<file path="src/rtl/voice_allocator.sv">
// voice_allocator: polyphony controller assigning note events to notebank voices, stealing the oldest held voice
module voice_allocator #(
    parameter int NUM_VOICES = 4,
    parameter int NOTE_W = 7,
    parameter int AGE_W = 2
) (
    input  logic                         clk_slow,
    input  logic                         rst_b,
    input  logic                         ev_valid,
    output logic                         ev_ready,
    input  logic                         ev_on,
    input  logic [NOTE_W-1:0]            ev_note,
    input  logic [NUM_VOICES-1:0]        voice_done,
    output logic [NUM_VOICES-1:0]        voice_note_on,
    output logic [NUM_VOICES-1:0]        voice_note_off,
    output logic [NUM_VOICES*NOTE_W-1:0] voice_note,
    output logic [NUM_VOICES-1:0]        voice_active,
    output logic                         steal
);
    typedef enum logic [1:0] {IDLE, SCAN, ISSUE} fsm_t;
    typedef enum logic [1:0] {FREE, HELD, RELEASING} vst_t;
    localparam logic [AGE_W-1:0] LAST = AGE_W'(NUM_VOICES - 1);
    fsm_t fsm;
    vst_t vst [NUM_VOICES];
    logic [AGE_W-1:0] age [NUM_VOICES];
    logic [NOTE_W-1:0] vnote [NUM_VOICES];
    logic [NOTE_W-1:0] note_q;
    logic on_q;
    logic [AGE_W-1:0] idx;
    logic m_ok, f_ok, r_ok, h_ok;
    logic [AGE_W-1:0] m_idx, f_idx, r_idx, h_idx;
    logic nm_ok, nf_ok, nr_ok, nh_ok;
    logic [AGE_W-1:0] nm_idx, nf_idx, nr_idx, nh_idx;
    logic [AGE_W-1:0] sel;
    logic act, stl;
    for (genvar v = 0; v < NUM_VOICES; v++) begin : g_out
        assign voice_note[v*NOTE_W +: NOTE_W] = vnote[v];
        assign voice_active[v] = vst[v] != FREE;
    end
    always_comb begin
        nm_ok = m_ok;
        nm_idx = m_idx;
        nf_ok = f_ok;
        nf_idx = f_idx;
        nr_ok = r_ok;
        nr_idx = r_idx;
        nh_ok = h_ok;
        nh_idx = h_idx;
        if (!m_ok && vst[idx] == HELD && vnote[idx] == note_q) begin
            nm_ok = 1'b1;
            nm_idx = idx;
        end
        if (!f_ok && vst[idx] == FREE) begin
            nf_ok = 1'b1;
            nf_idx = idx;
        end
        if (!r_ok && vst[idx] == RELEASING) begin
            nr_ok = 1'b1;
            nr_idx = idx;
        end
        if (vst[idx] == HELD && (!h_ok || age[idx] > age[h_idx])) begin
            nh_ok = 1'b1;
            nh_idx = idx;
        end
        stl = on_q && !nm_ok && !nf_ok && !nr_ok;
        act = on_q || nm_ok;
        sel = (nm_ok || !on_q) ? nm_idx : nf_ok ? nf_idx : nr_ok ? nr_idx : nh_idx;
    end
    always_ff @(posedge clk_slow) begin
        if (!rst_b) begin
            fsm <= IDLE;
            ev_ready <= 1'b0;
            voice_note_on <= '0;
            voice_note_off <= '0;
            steal <= 1'b0;
            idx <= '0;
            on_q <= 1'b0;
            note_q <= '0;
            {m_ok, f_ok, r_ok, h_ok} <= '0;
            {m_idx, f_idx, r_idx, h_idx} <= '0;
            for (int i = 0; i < NUM_VOICES; i++) begin
                vst[i] <= FREE;
                vnote[i] <= '0;
                age[i] <= AGE_W'(i);
            end
        end else begin
            voice_note_on <= '0;
            voice_note_off <= '0;
            steal <= 1'b0;
            for (int i = 0; i < NUM_VOICES; i++)
                if (voice_done[i] && vst[i] == RELEASING) vst[i] <= FREE;
            if (fsm == IDLE) begin
                ev_ready <= !(ev_valid && ev_ready);
                if (ev_valid && ev_ready) begin
                    on_q <= ev_on;
                    note_q <= ev_note;
                    idx <= '0;
                    {m_ok, f_ok, r_ok, h_ok} <= '0;
                    fsm <= SCAN;
                end
            end else if (fsm == SCAN) begin
                {m_ok, f_ok, r_ok, h_ok} <= {nm_ok, nf_ok, nr_ok, nh_ok};
                {m_idx, f_idx, r_idx, h_idx} <= {nm_idx, nf_idx, nr_idx, nh_idx};
                idx <= idx + 1'b1;
                if (idx == LAST) begin
                    fsm <= ISSUE;
                    if (act && on_q) begin
                        voice_note_on[sel] <= 1'b1;
                        vnote[sel] <= note_q;
                        vst[sel] <= HELD;
                        steal <= stl;
                        for (int i = 0; i < NUM_VOICES; i++)
                            age[i] <= (AGE_W'(i) == sel) ? '0 : (age[i] < age[sel]) ? age[i] + 1'b1 : age[i];
                    end else if (act) begin
                        voice_note_off[sel] <= 1'b1;
                        vst[sel] <= RELEASING;
                    end
                end
            end else begin
                fsm <= IDLE;
                ev_ready <= 1'b1;
            end
        end
    end
endmodule

</file>
<file path="config.mk">
export PLATFORM = sky130hd
export DESIGN_NAME = voice_allocator
export DESIGN_NICKNAME = d
export VERILOG_FILES = /design/src/rtl/voice_allocator.sv
export SDC_FILE = /design/constraint.sdc
export NUM_CORES = 1
export LEC_CHECK = 0
export ABC_AREA = 1
export BUFFER_PORTS_ARGS = -buffer_cell sky130_fd_sc_hd__buf_2
export CAP_MARGIN = 20
export CELL_PAD_IN_SITES_DETAIL_PLACEMENT = 1
export CELL_PAD_IN_SITES_GLOBAL_PLACEMENT = 1
export CORE_MARGIN = 5
export CORE_UTILIZATION = 35
export DETAILED_ROUTE_END_ITERATION = 8
export PLACE_DENSITY_LB_ADDON = 0.12
export SYNTH_ARGS = -nofsm -noshare
export SYNTH_HDL_FRONTEND = slang
export SYNTH_SLANG_ARGS = --single-unit
export TNS_END_PERCENT = 20
</file>
<file path="constraint.sdc">
create_clock -name clk_slow -period 6.3 [get_ports clk_slow]
set_clock_uncertainty 0.1 [all_clocks]
set_input_delay 0.315 -clock clk_slow [delete_from_list [all_inputs] [get_ports clk_slow]]
set_output_delay 0.315 -clock clk_slow [all_outputs]
set_load 0.05 [all_outputs]
</file>
==> flow_summary.toml, run 1 <==
[outcome]
status = "complete, no violations"

[layout]
layout_commonest_cell = "nand2_1"
drive_gt1_share_pct = 16.8
n_antenna_cell = 0
fin_nets = 608
layout_common_cells = "nand2_1 (136), nor2_1 (85), nand3_1 (57)"
final_cell_count_no_fill = 738
syn_to_final_growth_pct = 17.2

[critical_path]
critPathMostFrequentCell = "nand2_1"
reg2reg_to = "vnote[1][0]"
crit_chain = "inv_2 -> o21ai_0 -> a21oi_1 -> a21oi_1 -> ha_1 -> inv_1 -> nor2_1 -> o21ai_0 -> nand2_1 -> nand2_1 -> nand2_1 -> nand3_1 -> nand3_1 -> nand2_1 -> nand2_4 -> nand2_4 -> inv_2 -> nor2_4 -> inv_2 -> o21ai_0"
crit_slowest_cell = "dfxtp_1"
crit_arrival_ns = 4.33
worstSetupPathType = "reg -> reg"
max_stage_delay_ns = 0.86
r2r_slack_ns = 1.85
end_kind = "flip-flop"
critPathMaxFanout = 24
reg2reg_depth = 20
cp-start-kind = "flip-flop"
worstPathRequired_ns = 6.18

[flow_run]
drv_cap = 0

[floorplan]
row_count = 39
initial_core_util_pct = 35.9
core_area_mm2 = 0.0115
dieArea_mm2 = 0.0140
die_width_um = 118
die-height_um = 118
io-pin-count = 57

[global_route]
busiest_layer = "met1"
grt_use_total_pct = 19.1
grt_pass1_vias = 3733
grt_max_degree = 25
grt_pass1_wl_um = 20800
antenna_found_initial = 0
grt_use_met2_pct = 27.8
overflow = 0
grtUsageMet3_pct = 4.87
use_met1_pct = 28.1

[hold_path]
whs_path_depth = 3
hold_class = "in -> reg"
min_to = "note_q[5]"
holdCritStartpoint = "ev_note[5]"

[cts]
postCtsSetupRepairBufs = 0
cts_tree = "yes"
path_clk_slew_ns = 0.07
cts_root_buf = "clkbuf_16"
cts.sinks = 82
cts_resized = 0
cts_buffer_depth = 2
cts_hold_buf = 0
numCtsBuffers = 9
clkLatencyLatePin_ns = 0.35
h-tree-depth = 3

[detailed_routing]
firstDrtPassIters = 5
via_count = 3818
via_per_inst = 5.17
drc_errors = 0
drtAntennaViolNets = 0
wl_um = 13200
drtIter0Drc = 290
post_drt_wl_per_cell_um = 17.9

[placed_design]
port_buffers = 56
gp_congestion = 0.839
hpwlAfterDp_um = 10300
dp_cells = 722

[timing]
relSlewSlack_pct = 40.0
period_share_pct = 70.6
fmax_mhz = 225
rsz0062_at_grt = "no"
finalMaxSlewViolations = 0
period_needed_ns = 4.45
worst-slew-pin-transition_ns = 0.891
finalSetupViolations = 0
tns_ns = 0
report.final.hold_viol_count = 0

[yosys]
netlist_instances = 536
synth-edff-count = 44
ys_warn_count = 0
syn_area_mm2 = 0.00412
synth-seq-cells = 82
yosysSeqAreaShare_pct = 50.6
ys.flop_type = "edfxtp_1"
syn_nets = 554
async_flop_share_pct = 0
avgSynthCellArea_um2 = 7.68
ys_types = 30

[pwr]
vdd_drop_max_uv = 183
leakagePower_uw = 0.00210
p_per_area_mw_per_mm2 = 278
==> routing by layer <==
metal | routed length, um | vias to the layer above
met1 | 6570 | 1859
met4 | 161 | 0
met2 | 5690 | 101
li1 | - | 1845
met5 | 0 | -
met3 | 773 | 13
==> layout make-up <==
cell class                      instances  area, um2
Fill cell                            1439       6640
Sequential cell                        82       2080
Multi-Input combinational cell        380       1730
Timing Repair Buffer                   60        310
Clock buffer                            9        225
Inverter                               57        216
Tap cell                              143        179
Clock inverter                          7       76.3
==> how the worst max path moves through the flow <==
stage	end	slack [ns]	cells past startpoint
4_1_cts	vnote[0][5]	1.80	18
3_5_place_dp	vnote[1][2]	1.80	20
3_3_place_gp	vnote[0][0]	2.05	18
6_report	vnote[1][0]	1.85	20
2_1_floorplan	vnote[1][0]	3.04	21
5_1_grt	vnote[1][6]	1.40	20
==> cell usage after synthesis (4+ instances only) <==
master	number	share of area (%)
a21oi_1	30	3.6
clkbuf_1	8	0.73
o21ai_0	31	3.8
nor2_1	85	7.8
nand3b_1	5	0.91
inv_2	4	0.36
nor3_1	5	0.61
nand2_2	5	0.76
or2_2	4	0.61
nand3_1	57	6.9
dfxtp_1	38	18
nand2_1	136	12
edfxtp_1	44	32
inv_1	51	4.7
buf_2	7	0.85
==> logic make-up (layout without fill, tap and decap cells) <==
group                    after synthesis  count (layout)  synth area share [%]
buffers and inverters                 74             133                  7.29
XOR/XNOR                               2               2                 0.426
AO/OA/AOI/OAI                         65              65                  8.05
AND/OR/NAND/NOR                      310             310                  32.7
flip-flops                            82              82                  50.6
adder cells (fa/ha/maj)                3               3                 0.912
==> state kept, by name, summed over array words and instances, names as in the netlist, 4 cells and up, named ones only <==
| signal | cells |
|---|---|
| age | 8 |
| note_q | 7 |
| vnote | 28 |
| voice_note_off | 4 |
| voice_note_on | 4 |
| vst | 8 |
==> stage by stage <==
stage               area [um2]  power [uW]  setup WS [ns]  hold slack (ns)  utilization, %
floorplan                 4120         764           3.04            0.345               -
global placement          4520         814           2.05            0.371            39.4
detailed placement        4520         821           1.80            0.374            39.4
CTS                       4820        1360           1.80            0.136            42.1
global route              4820        1400           1.40            0.140            42.1
finish                    4820        1340           1.85            0.139            42.1
==> report_power, final <==
part,switching [uW],total (uW),internal [uW]
combinational,149,203,54.2
sequential,23.3,606,583
clock,250,533,282
total,422,1340,920
==> critical path: cells and delay by family (launching register included) <==
kind            cells  cell delay [ns]
simple gates       10             0.93
flops               1             0.86
compound gates      5             1.31
buf+inv             4             0.60
fa+ha+maj           1             0.26
(Power assumes the default switching activity.)
==> inputs of run 2 (changes only) <==
Clock period 6.3 ns to 4.3 ns, I/O delays scaled along.
==> flow_summary.toml, run 2 (synthesized netlist as in run 1, its figures left out) <==
[cts]
path_clk_slew_ns = 0.07
cts_tree = "yes"
postCtsSetupRepairBufs = 0
cts_hold_buf = 0
cts_buffer_depth = 2
clkLatencyLatePin_ns = 0.35
cts_root_buf = "clkbuf_16"
cts_resized = 0
numCtsBuffers = 9
cts.sinks = 82
h-tree-depth = 3

[global_route]
grt_pass1_wl_um = 21700
grt_max_degree = 27
overflow = 0
antenna_found_initial = 0
grt_pass1_vias = 3934
grt_use_total_pct = 19.7

[critical_path]
worstPathRequired_ns = 4.27
r2r_slack_ns = 0.77
end_kind = "flip-flop"
crit_arrival_ns = 3.51
reg2reg_to = "vnote[1][2]"
worstSetupPathType = "reg -> reg"
reg2reg_depth = 21
cp-start-kind = "flip-flop"
critPathMaxFanout = 21

[detailed_routing]
drtAntennaViolNets = 0
firstDrtPassIters = 5
drc_errors = 0
drtIter0Drc = 207
post_drt_wl_per_cell_um = 18.1
via_per_inst = 5.12
via_count = 3820
wl_um = 13500

[timing]
relSlewSlack_pct = 50.2
report.final.hold_viol_count = 0
holdWs_ns = 0.0394
period_needed_ns = 3.53
tns_ns = 0
finalSetupViolations = 0
rsz0062_at_grt = "no"
period_share_pct = 82.2
finalMaxSlewViolations = 0
fmax_mhz = 283
worst-slew-pin-transition_ns = 0.744

[placed_design]
hpwlAfterDp_um = 10000
gp_congestion = 0.831
port_buffers = 56

[pwr]
p_per_area_mw_per_mm2 = 405
vdd_drop_max_uv = 208
leakagePower_uw = 0.00213

[flow_run]
drv_cap = 0

[floorplan]
row_count = 39
io-pin-count = 57
dieArea_mm2 = 0.0140
die-height_um = 118
die_width_um = 118
initial_core_util_pct = 35.9
core_area_mm2 = 0.0115

[layout]
drive_gt1_share_pct = 17.9
fin_nets = 616
syn_to_final_growth_pct = 18.5
fill_cells = 1402
layout_commonest_cell = "nand2_1"
regMostFlops = "vnote"
n_antenna_cell = 0
largest_register_ffs = 28
largestRegisters = "vnote x28, age x8, vst x8"
layout_common_cells = "nand2_1 (136), nor2_1 (85), nand3_1 (57)"

[hold_path]
min_to = "note_q[5]"
whs_path_depth = 3
hold_class = "in -> reg"
holdCritStartpoint = "ev_note[5]"

[outcome]
status = "complete, no violations"
==> run 2: critical path, stage by stage (launching register included) <==
cell     delay, ns
dfxtp_1       0.32
inv_2         0.29
o21ai_0       0.16
a21oi_1       0.15
a21oi_1       0.07
ha_1          0.31
inv_1         0.06
nor2_1        0.03
o21ai_0       0.16
nand2_1       0.12
nand2_1       0.12
nand2_1       0.06
nand3_1       0.06
nand3_1       0.07
nand2_1       0.12
nand2_4       0.09
nand2_4       0.11
inv_2         0.06
nor2_4        0.13
inv_2         0.12
o21ai_0       0.33
buf_4         0.22
==> run 2: worst max path at each step <==
stage               depth (start not counted)  startpoint  slack, ns           to
global route                               21   flip-flop       0.36  vnote[1][0]
finish                                     21   flip-flop       0.77  vnote[1][2]
floorplan                                  21   flip-flop       1.04  vnote[1][0]
detailed placement                         21   flip-flop       0.73  vnote[1][0]
CTS                                        21   flip-flop       0.73  vnote[1][2]
global placement                           21   flip-flop       0.90  vnote[1][1]
==> run 2: report_power, final <==
part           internal, uW  switching (uW)  total [uW]
registers               854            25.5         879
logic                  85.9             232         318
clock network           409             368         777
==> run 2: layout make-up <==
type / instances / area [um2] / share of cell area [%]
Sequential cell: 82 / 2080 / 42.7
Timing Repair Buffer: 68 / 370 / 7.59
Multi-Input combinational cell: 380 / 1730 / 35.5
Inverter: 57 / 216 / 4.44
Tap cell: 143 / 179 / 3.67
Clock inverter: 7 / 71.3 / 1.46
Clock buffer: 9 / 225 / 4.62
==> run 2: metrics by stage <==
| step | utilization (%) | instance area, um2 | std cells | setup WS, ns | total power [uW] |
|---|---|---|---|---|---|
| floorplan | - | 4120 | 536 | 1.04 | 1120 |
| global placement | 40.0 | 4580 | 730 | 0.903 | 1210 |
| detailed placement | 40.0 | 4580 | 730 | 0.730 | 1210 |
| CTS | 42.5 | 4880 | 746 | 0.731 | 1990 |
| global route | 42.5 | 4880 | 746 | 0.359 | 2060 |
| finish | 42.5 | 4880 | 746 | 0.765 | 1970 |
==> run 2: routing by layer <==
layer  track usage [%]  wire length (um)  vias to the layer above
li1                  -                 -                     1870
met1              29.2              6750                     1860
met2              29.5              5880                       82
met3              3.96               721                        8
met4              4.89               125                        0
met5                 0                 0                        -
==> inputs of run 3 (changes only) <==
Settings changed: ABC_AREA 1 to 0.
Clock period 4.3 ns to 3.6 ns, I/O delays scaled along.
==> flow_summary.toml, run 3 <==
[cts]
path_clk_slew_ns = 0.09
numCtsBuffers = 9
cts_root_buf = "clkbuf_8"
cts_tree = "yes"
clkLatencyLatePin_ns = 0.37
cts_buffer_depth = 2
h-tree-depth = 3
cts.sinks = 82

[detailed_routing]
via_per_inst = 5.16
post_drt_wl_per_cell_um = 19.2
m1WireLength_um = 5600
wl_met2_um = 5750
firstDrtPassIters = 4
via_count = 3242
drtAntennaViolNets = 0
drc_errors = 0
highest_layer = "met4"
wl_um = 12000
met3_length_um = 463
drtIter0Drc = 189

[timing]
fmax_mhz = 272
finalSetupViolations = 6
period_share_pct = 102
period_needed_ns = 3.67
rsz0062_at_grt = "yes"
finalMaxSlewViolations = 0
relSlewSlack_pct = 48.2
fin_ws_ns = -0.0743
tns_ns = -0.276
worst-slew-pin-transition_ns = 0.772
report.final.hold_viol_count = 0

[pwr]
p_per_area_mw_per_mm2 = 390
vdd_drop_max_uv = 240
leakagePower_uw = 0.00205

[layout]
multi_input_area_mm2 = 0.00181
fin_nets = 501
final_core_util_pct = 47.3
regMostFlops = "vnote"
regArea_mm2 = 0.00209
fill_cells = 1252
syn_to_final_growth_pct = 31.9
layout_common_cells = "nor2_1 (58), buf_2 (56), nand2_1 (47)"
n_antenna_cell = 0
largest_register_ffs = 28
layout_commonest_cell = "nor2_1"
drive_gt1_share_pct = 36.1
final_cell_count_no_fill = 628
postLayoutCellArea_mm2 = 0.00515
largestRegisters = "vnote x28, age x8, vst x8"

[yosys]
yosys.area.top_type_share_pct = 33.9
ys_types = 55
ys.flop_type = "edfxtp_1"
synth-edff-count = 44
synth.most_common_cell = "nor2_1"
syn_nets = 391
synth_common_cells = "nor2_1 (59), nand2_1 (52), edfxtp_1 (44)"
avgSynthCellArea_um2 = 10.5
netlist_instances = 373
async_flop_share_pct = 0
yosys-top-cells-area = "edfxtp_1 (34%), dfxtp_1 (19%), mux4_2 (6.3%)"
synth-seq-cells = 82
yosysSeqAreaShare_pct = 53.4
ys_warn_count = 0
syn_area_mm2 = 0.00390
synth_top_area_cell = "edfxtp_1"

[hold_path]
holdCritStartpoint = "rst_b"
min_to = "vst[0][1]"
hold_class = "in -> reg"
whs_path_depth = 2

[placed_design]
dp_slack_ns = -0.129
gp_congestion = 0.785
dp_cells = 600
placed_cell_area_mm2 = 0.00469
port_buffers = 56
hpwlAfterDp_um = 8910

[floorplan]
initial_core_util_pct = 35.8
io-pin-count = 57
row_count = 38
dieArea_mm2 = 0.0134
core_area_mm2 = 0.0109
die_width_um = 116
die-height_um = 116

[critical_path]
crit_arrival_ns = 3.62
r2r_slack_ns = -0.07
worstSetupPathType = "reg -> reg"
reg2reg_depth = 12
end_kind = "flip-flop"
critPathMaxFanout = 3
worstPathRequired_ns = 3.55
cp-start-kind = "flip-flop"
r2r-start = "age[1][1]"
reg2reg_to = "age[0][1]"

[global_route]
grt_use_total_pct = 18.6
grt_max_degree = 27
grt_pass1_vias = 3388
overflow = 0
antenna_found_initial = 0
grt_pass1_wl_um = 18600

[outcome]
failed_checks = "negative setup slack"
status = "finished, violations left"

[flow_run]
drv_cap = 0
## run 3: changes by cell type in the layout (fill, tap and decap cells not counted), sizes merged, moves of 7 or more
cell,previous run,this run
nand2,144,52
nand3,59,3
buf,68,108
inv,60,27
nor2,90,59
o21ai,32,12
mux4,0,13
dlygate4sd3,0,8
mux2i,0,8
xnor2,2,9
## run 3: where the power goes
part,internal (uW),switching [uW]
clock network,255,369
registers,1010,30.4
logic,144,199
## run 3: metrics by stage
stage / total power, uW / hold WS [ns]
floorplan: 1250 / 0.216
global placement: 1360 / 0.320
detailed placement: 1360 / 0.332
CTS: 2010 / 0.0823
global route: 2090 / 0.0656
finish: 2010 / 0.0761
## run 3: repair_timing
item,in CTS,in global routing
hold buffers,8,0
endpoints found under the hold margin,8,0
gates resized for setup,10,29
setup endpoints to repair,33,53
pin swaps,7,5
buffers inserted,3,1
## run 3: worst max-delay path by stage
stage,start,end,slack (ns)
2_1_floorplan,flip-flop,age[0][0],-0.01
3_3_place_gp,flip-flop,age[0][1],-0.05
3_5_place_dp,flip-flop,age[2][0],-0.13
4_1_cts,age[1][1],age[0][1],-0.07
5_1_grt,age[1][1],age[2][1],-0.19
6_report,age[1][1],age[0][1],-0.07
## run 3: metal layers
layer	global-route usage [%]	up-vias
met1	24.6	1632
met2	30.3	58
met5	0	-
met3	3.92	16
met4	6.42	0
li1	-	1536
## run 3: cell type report
cell class                      instances  share of cell area [%]
Timing Repair Buffer                  116                    15.5
Tap cell                              140                    3.40
Inverter                               26                    1.90
Sequential cell                        82                    40.5
Multi-Input combinational cell        248                    35.2
Clock buffer                            9                    2.41
Clock inverter                          7                    1.02
## run 3: worst max-delay path, cell delays in order, from the launching register on
cell	delay [ns]
edfxtp_1	0.46
mux4_2	0.52
ha_4	0.29
nor2b_4	0.13
o21ai_2	0.07
a21oi_2	0.18
mux2_4	0.33
o21ai_4	0.15
a31oi_4	0.13
mux2i_2	0.20
mux2_4	0.29
a2111o_1	0.37
o211ai_1	0.13
## run 3: cell families (layout without fill, tap and decap cells)
group,count (synthesis),after routing,synth area share [%]
AO/OA/AOI/OAI,63,63,11.2
buffers and inverters,43,158,4.42
flip-flops,82,82,53.4
AND/OR/NAND/NOR,148,148,17.3
XOR/XNOR,11,11,2.47
adder cells (fa/ha/maj),3,3,0.962
multiplexers,23,23,10.3
